File: config.mk
export PLATFORM = sky130hd
export DESIGN_NAME = fifo_ctrl_flat
export DESIGN_NICKNAME = d
export VERILOG_FILES = /design/src/rtl/fifo_ctrl_if.sv /design/src/rtl/fifo_ctrl.sv /design/src/flat_wrapper.sv
export SDC_FILE = /design/constraint.sdc
export NUM_CORES = 1
export LEC_CHECK = 0
export CAP_MARGIN = 20
export CORE_MARGIN = 3
export CORE_UTILIZATION = 41
export DETAILED_ROUTE_END_ITERATION = 7
export PLACE_DENSITY_LB_ADDON = 0.08
export SETUP_SLACK_MARGIN = 0.02
export SLEW_MARGIN = 20
export SYNTH_ARGS = -nofsm -noshare
export SYNTH_HDL_FRONTEND = slang
export SYNTH_SLANG_ARGS = --single-unit
File: constraint.sdc
create_clock -name clk -period 1.9 [get_ports clk]
set_clock_uncertainty 0.1 [all_clocks]
set_input_delay 0.285 -clock clk [delete_from_list [all_inputs] [get_ports clk]]
set_output_delay 0.285 -clock clk [all_outputs]
set_load 0.005 [all_outputs]
File: src/rtl/fifo_ctrl_if.sv
// Handshake bundle between the FIFO requester, this control stage and the
// output logic / register-file memory.
//   wr_en, rd_en       : per-cycle write/read requests (master -> slave)
//   state, data_count  : registered operation state and occupancy (slave -> master)
//   wr_ptr, rd_ptr     : registered memory addresses (slave -> master)
//   we, re             : combinational memory strobes (slave -> master)
interface fifo_ctrl_if #(
  parameter int unsigned AW = 3,
  parameter int unsigned CW = 4
) ();
  logic          wr_en;
  logic          rd_en;
  logic [2:0]    state;
  logic [CW-1:0] data_count;
  logic [AW-1:0] wr_ptr;
  logic [AW-1:0] rd_ptr;
  logic          we;
  logic          re;

  modport master (
    output wr_en, rd_en,
    input  state, data_count, wr_ptr, rd_ptr, we, re
  );

  modport slave (
    input  wr_en, rd_en,
    output state, data_count, wr_ptr, rd_ptr, we, re
  );
endinterface

File: src/rtl/fifo_ctrl.sv
// FIFO control stage: decides each cycle whether the requested write or read
// is legal, registers the resulting operation state and occupancy for the
// output logic, and owns the circular pointers and strobes for the memory.
//   clk    : clock, rising edge
//   reset  : synchronous active-high reset, dominant over requests
//   bus    : fifo_ctrl_if slave (wr_en/rd_en in; state, data_count,
//            wr_ptr, rd_ptr, we, re out)
module fifo_ctrl #(
  parameter int unsigned AW    = 3,
  parameter int unsigned DEPTH = 8,
  parameter int unsigned CW    = 4
) (
  input logic        clk,
  input logic        reset,
  fifo_ctrl_if.slave bus
);

  // Encoding is shared with the output logic; 110/111 are never produced.
  typedef enum logic [2:0] {
    StInit  = 3'b000,
    StWrite = 3'b001,
    StWrErr = 3'b010,
    StNoOp  = 3'b011,
    StRead  = 3'b100,
    StRdErr = 3'b101
  } state_e;

  state_e        state_q;
  logic [CW-1:0] count_q;
  logic [AW-1:0] wr_ptr_q;
  logic [AW-1:0] rd_ptr_q;

  logic full;
  logic empty;
  logic wr_req;
  logic rd_req;

  assign full   = (count_q == CW'(DEPTH));
  assign empty  = (count_q == '0);
  // Simultaneous requests are refused, so only exclusive ones count.
  assign wr_req = bus.wr_en & ~bus.rd_en;
  assign rd_req = bus.rd_en & ~bus.wr_en;

  // Strobes mirror exactly the accepted-operation conditions below.
  assign bus.we = ~reset & wr_req & ~full;
  assign bus.re = ~reset & rd_req & ~empty;

  always_ff @(posedge clk) begin
    if (reset) begin
      state_q  <= StInit;
      count_q  <= '0;
      wr_ptr_q <= '0;
      rd_ptr_q <= '0;
    end else if (wr_req) begin
      if (!full) begin
        state_q  <= StWrite;
        count_q  <= count_q + CW'(1);
        wr_ptr_q <= wr_ptr_q + AW'(1);  // natural rollover gives modulo DEPTH
      end else begin
        state_q  <= StWrErr;
      end
    end else if (rd_req) begin
      if (!empty) begin
        state_q  <= StRead;
        count_q  <= count_q - CW'(1);
        rd_ptr_q <= rd_ptr_q + AW'(1);
      end else begin
        state_q  <= StRdErr;
      end
    end else begin
      state_q <= StNoOp;
    end
  end

  assign bus.state      = state_q;
  assign bus.data_count = count_q;
  assign bus.wr_ptr     = wr_ptr_q;
  assign bus.rd_ptr     = rd_ptr_q;

endmodule

File: src/flat_wrapper.sv
// flat-port wrapper written by rule: the top's interface ports become plain ports
module fifo_ctrl_flat 
#(
  parameter int unsigned AW    = 3,
  parameter int unsigned DEPTH = 8,
  parameter int unsigned CW    = 4
)
  (clk, reset, bus_wr_en, bus_rd_en, bus_state, bus_data_count, bus_wr_ptr, bus_rd_ptr, bus_we, bus_re);
  fifo_ctrl_if #(.AW(AW), .CW(CW)) bus_i ();
  input logic clk;
  input logic reset;
  input wire logic [$bits(bus_i.wr_en)-1:0] bus_wr_en;
  input wire logic [$bits(bus_i.rd_en)-1:0] bus_rd_en;
  output wire logic [$bits(bus_i.state)-1:0] bus_state;
  output wire logic [$bits(bus_i.data_count)-1:0] bus_data_count;
  output wire logic [$bits(bus_i.wr_ptr)-1:0] bus_wr_ptr;
  output wire logic [$bits(bus_i.rd_ptr)-1:0] bus_rd_ptr;
  output wire logic [$bits(bus_i.we)-1:0] bus_we;
  output wire logic [$bits(bus_i.re)-1:0] bus_re;
  assign bus_i.wr_en = bus_wr_en;
  assign bus_i.rd_en = bus_rd_en;
  assign bus_state = bus_i.state;
  assign bus_data_count = bus_i.data_count;
  assign bus_wr_ptr = bus_i.wr_ptr;
  assign bus_rd_ptr = bus_i.rd_ptr;
  assign bus_we = bus_i.we;
  assign bus_re = bus_i.re;
  fifo_ctrl #(.AW(AW), .DEPTH(DEPTH), .CW(CW)) u_core (.clk(clk), .reset(reset), .bus(bus_i));
endmodule
==> results of run 1 <==
## repair_timing
item	in CTS	in global routing
endpoints found under the setup margin	4	1
pin swaps	2	0
resized for setup	12	1
cloned	0	0
## layout make-up
cell class	count	area [um^2]	share of cell area, %
multi-input combinational	60	470.5	42.53
timing repair buffer	37	314.1	28.39
sequential	13	262.8	23.76
clock buffer	3	22.52	2.036
tap	16	20.02	1.810
inverter	3	11.26	1.018
clock inverter	1	5.005	0.4525
## state kept, by name, indices dropped and copies added, names as in the netlist
| signal | flops |
|---|---|
| u_core.bus.data_count | 4 |
| u_core.bus.wr_ptr | 3 |
| u_core.bus.rd_ptr | 3 |
| u_core.bus.state | 3 |
## final timing paths
kind / end / slack, ps / cells past startpoint
max: bus_we / 70 / 3
min: u_core.bus.wr_ptr[1] / 380 / 2
max reg2reg: u_core.bus.data_count[3] / 200 / 6
min reg2reg: u_core.bus.wr_ptr[1] / 380 / 2
## metrics by stage
stage	TNS, ps	instances	total power, mW	hold slack, ps
finish	0	133	1.231	378.0
global route	0	133	1.323	408.4
CTS	0	133	1.214	379.3
detailed placement	-1782	129	1.040	369.2
global placement	-1652	129	1.029	366.3
floorplan	0	78	0.7147	264.3
## logic make-up (layout without fill, tap and decap cells)
logic type,after synthesis,in the layout
mux,2,2
buf+inv,5,44
simple gates,35,35
flops,13,13
fa+ha+maj,7,7
xor+xnor,7,7
compound gates,9,9
## critical path: cells and delay by family (launching register included)
family,cells,cell delay [ps]
simple gates,2,730
flops,1,320
buf+inv,1,120
## metal layers
metal	vias to the layer above	track usage, %	part of all wire (%)
met5	-	0	0
met4	0	3.226	0.25
met3	2	5.639	3.9
met2	12	23.75	46
met1	289	21.77	50
li1	342	-	-
## power by group
part,leakage (nW),switching [mW],internal [mW]
combinational,0.357,0.293,0.410
clock,0.0177,0.0916,0.0781
sequential,0.107,0.0290,0.329
total,0.482,0.414,0.817
## cells in the final DEF, fill, tap and decap left out, types with 2 or more instances in the layout
| master | synthesis | layout |
|---|---|---|
| dfxtp_2 | 0 | 2 |
| nor2b_1 | 2 | 2 |
| nor3_1 | 2 | 2 |
| nor2_1 | 13 | 13 |
| a21o_1 | 2 | 2 |
| ha_4 | 0 | 2 |
| nand3_1 | 3 | 3 |
| ha_1 | 7 | 5 |
| clkdlybuf4s50_1 | 0 | 14 |
| dfxtp_1 | 13 | 11 |
| xnor2_1 | 5 | 5 |
| xor2_1 | 2 | 2 |
| inv_1 | 3 | 2 |
| a21oi_1 | 4 | 4 |
| nand2_1 | 5 | 5 |
| nand2b_1 | 3 | 3 |
| dlygate4sd2_1 | 0 | 3 |
| clkbuf_4 | 0 | 3 |
| buf_4 | 0 | 19 |
==> impl_metrics.yaml, run 1 <==
run_status:
  status: "completed"
synthesis:
  yosysUniqueCellTypes: 27
  synth-seq-cells: 13
  synth-simple-area-share_pct: 27.57
  synthArstFlopShare_pct: 0
  synth_compound_area_share_pct: 9.075
  yosys-top-cells-area: "dfxtp_1 36%, ha_1 12%, nor2_1 6.8%"
  synthAdderAreaFrac_pct: 12.22
  synth_ff_type: "dfxtp_1"
  ys_seq_area_share_pct: 36.30
  synth.mux.area_fraction_pct: 3.490
  synth_top_family_by_area: "simple AND/OR/NAND/NOR gates"
  syn_nets: 89
  synth_top_cell_by_area: "dfxtp_1"
  yosys.area.top_type_share_pct: 36.30
  syn_area_um2: 716.9
  synth_enable_flop_cells: 0
  synth_common_cells: "13 x dfxtp_1, 13 x nor2_1, 7 x ha_1"
  synth_xor_area_share_pct: 8.551
  avgSynthCellArea_um2: 9.192
  synth_warnings: 0
  synth_cells: 78
sta:
  post-route-period-util_pct: 96.27
  hold_viol_final: 0
  layout_setup_ws_ps: 70.91
  finalSetupViolations: 0
  relSlewSlack_pct: 78.76
  max_freq_ghz: 0.5467
  maxSlewViolCount: 0
  layout_min_cycle_time_ps: 1829
  tightest_slew_ps: 316.1
  grt_setup_unrepaired: "no"
hold_path:
  min_from: "u_core.bus.wr_ptr[1]"
  hold_path_class: "reg -> reg"
placed_design:
  io_buffers: 18
  dp_hpwl_um: 1247
  detailed_place.area_um2: 1064
  pre_cts_slack_ps: -389.0
  place.gp.congestion: 0.7230
clock_network:
  cts_root_buf: "clkbuf_4"
  htree_levels: 1
  cts_buffers: 3
  cts_hold_buf: 0
  clk_pin_slew_ps: 80
  clockBufferDepth: 2
  cts.sinks: 13
  clk-insertion-delay-late_ps: 280
  postCtsSetupRepairBufs: 0
  cts_tree: "built"
job:
  max-cap-violations: 0
finish:
  final_area_um2: 1106
  area_growth_syn_to_layout_pct: 54.28
  nNetsFinal: 129
  antennaDiodeCount: 0
  fillers: 131
  fin_util_pct: 70.16
  drive_above_1_share_pct: 29.91
critical_path:
  cp_max_fo: 2
  cp-startpoint: "u_core.bus.data_count[2]"
  max_stage_delay_ps: 540
  cp_data_arrival_time_ps: 1440
  worstPathCellList: "or4b_4, and3b_1, buf_2"
  required_ps: 1510
  end_kind: "output pin"
  startpoint_type: "register"
  r2r_start: "u_core.bus.data_count[2]"
  worstSetupPathType: "reg -> out"
  worst_path_max_delay_cell: "or4b_4"
routing:
  drtPass1Iterations: 4
  dr_total_vias: 645
  drc_errors: 0
  avgViaCountPerCell: 4.850
  initialDrtViolationCount: 16
  totalWireLength_um: 1581
  wl_per_cell_um: 11.89
  ant_nets: 0
grt:
  grt_max_degree: 12
  grtUsageTotal_pct: 15.78
  antenna_found_initial: 0
  grt_remaining_overflow: 0
  grt_pass1_wl_um: 2518
  grt_pass1_vias: 599
die:
  core_um2: 1577
  die_w_um: 47.82
  dieArea_um2: 2286
  initial_core_util_pct: 45.48
  fp.dieH_um: 47.82
  io_pins: 19
  core.rowCount: 14
power:
  ir_drop_mv: 0.7396
  leakage_nw: 0.4824
  power_density_nw_per_um2: 1113
(Power assumes the default switching activity.)
==> run 2, diff against run 1 <==
MAX_ROUTING_LAYER = met4   (was not set)
REMOVE_ABC_BUFFERS = 1   (was not set)
==> run 2 against run 1 <==
- sequential share of layout area fell by 1.2 points
- hold slack better by 26 ps
- sequential power about the same
- register-to-register slack gained 70 ps
- largest power group unchanged
- die area stayed put
- non-clock buffer count rose by 7
- total power is 4.3% higher
- core utilization grew 3.6 points
- via count up 7.6%
- highest routed layer unchanged
- critical path depth did not move
- flip-flop and latch count stayed put
==> impl_metrics.yaml, run 2 (synthesized netlist as in run 1, its figures left out) <==
run_status:
  status: "completed"
hold_path:
  hold_depth: 2
  hold_end: "u_core.bus.wr_ptr[1]"
  hold_path_class: "reg -> reg"
  min_from: "u_core.bus.wr_ptr[1]"
finish:
  layout_commonest_cell: "buf_4"
  fillers: 119
  largest_reg_flops: 4
  layout_common_cells: "26 x buf_4, 14 x clkdlybuf4s50_1, 13 x nor2_1"
  drive_above_1_share_pct: 35.48
  instances_no_fill: 140
  antennaDiodeCount: 0
  nNetsFinal: 136
  area_growth_syn_to_layout_pct: 62.13
sta:
  layout_min_cycle_time_ps: 1815
  tightest_slew_ps: 313.8
  hold_viol_final: 0
  max_freq_ghz: 0.5509
  grt_setup_unrepaired: "no"
  post-route-period-util_pct: 95.54
  finalSetupViolations: 0
  relSlewSlack_pct: 78.92
  maxSlewViolCount: 0
grt:
  grt_max_degree: 10
  grtUsageTotal_pct: 18.56
  grt_pass1_wl_um: 2746
  grt_pass1_vias: 617
  grt_remaining_overflow: 0
  antenna_found_initial: 0
placed_design:
  place.gp.congestion: 0.8478
  dp_hpwl_um: 1296
  io_buffers: 18
  numPlacedInstances: 130
power:
  ir_drop_mv: 1.064
  p_sw_share_pct: 34.31
  combPwrFrac_pct: 58.5
  power_density_nw_per_um2: 1104
  pwr-share-clk_pct: 13.6
  p_int_mw: 0.8430
  leakage_nw: 0.5148
  finalPower_mw: 1.283
  p_seq_share_pct: 27.9
  p_switching_mw: 0.4403
die:
  core_um2: 1577
  die_w_um: 47.82
  io_pins: 19
  fp.dieH_um: 47.82
  dieArea_um2: 2286
  initial_core_util_pct: 45.48
  core.rowCount: 14
routing:
  ant_nets: 0
  totalWireLength_um: 1799
  avgViaCountPerCell: 4.957
  wl_per_cell_um: 12.85
  drtPass1Iterations: 4
  initialDrtViolationCount: 6
  dr_total_vias: 694
  drc_errors: 0
critical_path:
  r2r_slack_ps: 270
  max_stage_delay_ps: 530
  cp_data_arrival_time_ps: 1430
  r2r_cells: 6
  startpoint_type: "register"
  required_ps: 1510
  cp_top_family: "simple AND/OR/NAND/NOR gates"
  end_kind: "output pin"
  worst_path_max_delay_cell: "or4b_4"
  worstSetupPathType: "reg -> out"
  r2r_start: "u_core.bus.data_count[2]"
  crit_cells: 3
  cp_max_fo: 2
  path_buf_inv: 1
  reg2reg_to: "u_core.bus.data_count[3]"
  worstPathCellList: "or4b_4, and3b_1, buf_2"
job:
  max-cap-violations: 0
clock_network:
  htree_levels: 1
  cts_hold_buf: 0
  cts_root_buf: "clkbuf_4"
  cts_buffers: 3
  cts_tree: "built"
  clockBufferDepth: 2
  clk-insertion-delay-late_ps: 280
  clk_pin_slew_ps: 70
  cts.sinks: 13
==> run 2: cell count changes in the layout (fill, tap and decap cells not counted), sizes merged <==
cell and delta:
dlymetal6s2s +1, clkinv -1, buf +7, clkbuf +1
dlygate4sd2 -1
==> run 2: worst max path at each step <==
stage | slack [ps] | startpoint | end
final | 80 | u_core.bus.data_count[0] | bus_we
after global routing | 30 | u_core.bus.data_count[0] | bus_we
after CTS | -0.3 | bus_rd_en | u_core.bus.data_count[3]
after detailed placement | -370 | bus_rd_en | u_core.bus.data_count[3]
after global placement | -280 | bus_rd_en | u_core.bus.data_count[2]
after floorplan | -100 | bus_rd_en | u_core.bus.data_count[3]
==> run 2: worst register-to-register path, stage by stage, from the launching register on <==
cell       delay (ps)
dfxtp_1           320
buf_4             160
ha_4              280
nand3b_1           80
a21o_1            190
o2111ai_2          70
mux2_4            310
==> run 2: what timing repair did <==
action	in CTS	in global routing
pin swaps	2	2
endpoints found under the hold margin	0	0
endpoints found under the setup margin	4	5
setup buffers	5	1
gates resized for setup	13	3
==> run 2: layout make-up <==
type | count | area, um^2 | area share (%)
tap | 16 | 20.02 | 1.722
clock buffer | 4 | 26.28 | 2.261
inverter | 3 | 11.26 | 0.9688
sequential | 13 | 262.8 | 22.61
timing repair buffer | 44 | 370.4 | 31.86
multi-input combinational | 60 | 471.7 | 40.58
==> run 2: per-stage QoR <==
step	area, um^2	hold WS [ps]	setup WS [ps]	utilization (%)	TNS (ps)
finish	1162	403.9	84.79	73.73	0
global route	1162	427.3	30.63	73.73	0
CTS	1150	411.0	-0.2704	72.94	-0.2704
detailed placement	1059	399.9	-366.2	67.14	-2278
global placement	1059	360.2	-281.4	67.14	-1866
floorplan	708.2	254.1	-104.0	-	-104.0
==> run 2: power by group through the flow <==
stage	clock network (mW)	registers [mW]	logic (mW)
6_report	0.175	0.358	0.750
2_1_floorplan	0	0.403	0.305
3_3_place_gp	0	0.359	0.640
4_1_cts	0.186	0.359	0.705
5_1_grt	0.192	0.368	0.808
3_5_place_dp	0	0.362	0.653
==> run 2: per-layer routing <==
layer | part of all wire (%) | track usage (%)
met5 | 0 | -
met4 | 0.56 | 4.839
met3 | 4.5 | 6.767
met2 | 49 | 27.97
met1 | 46 | 23.32
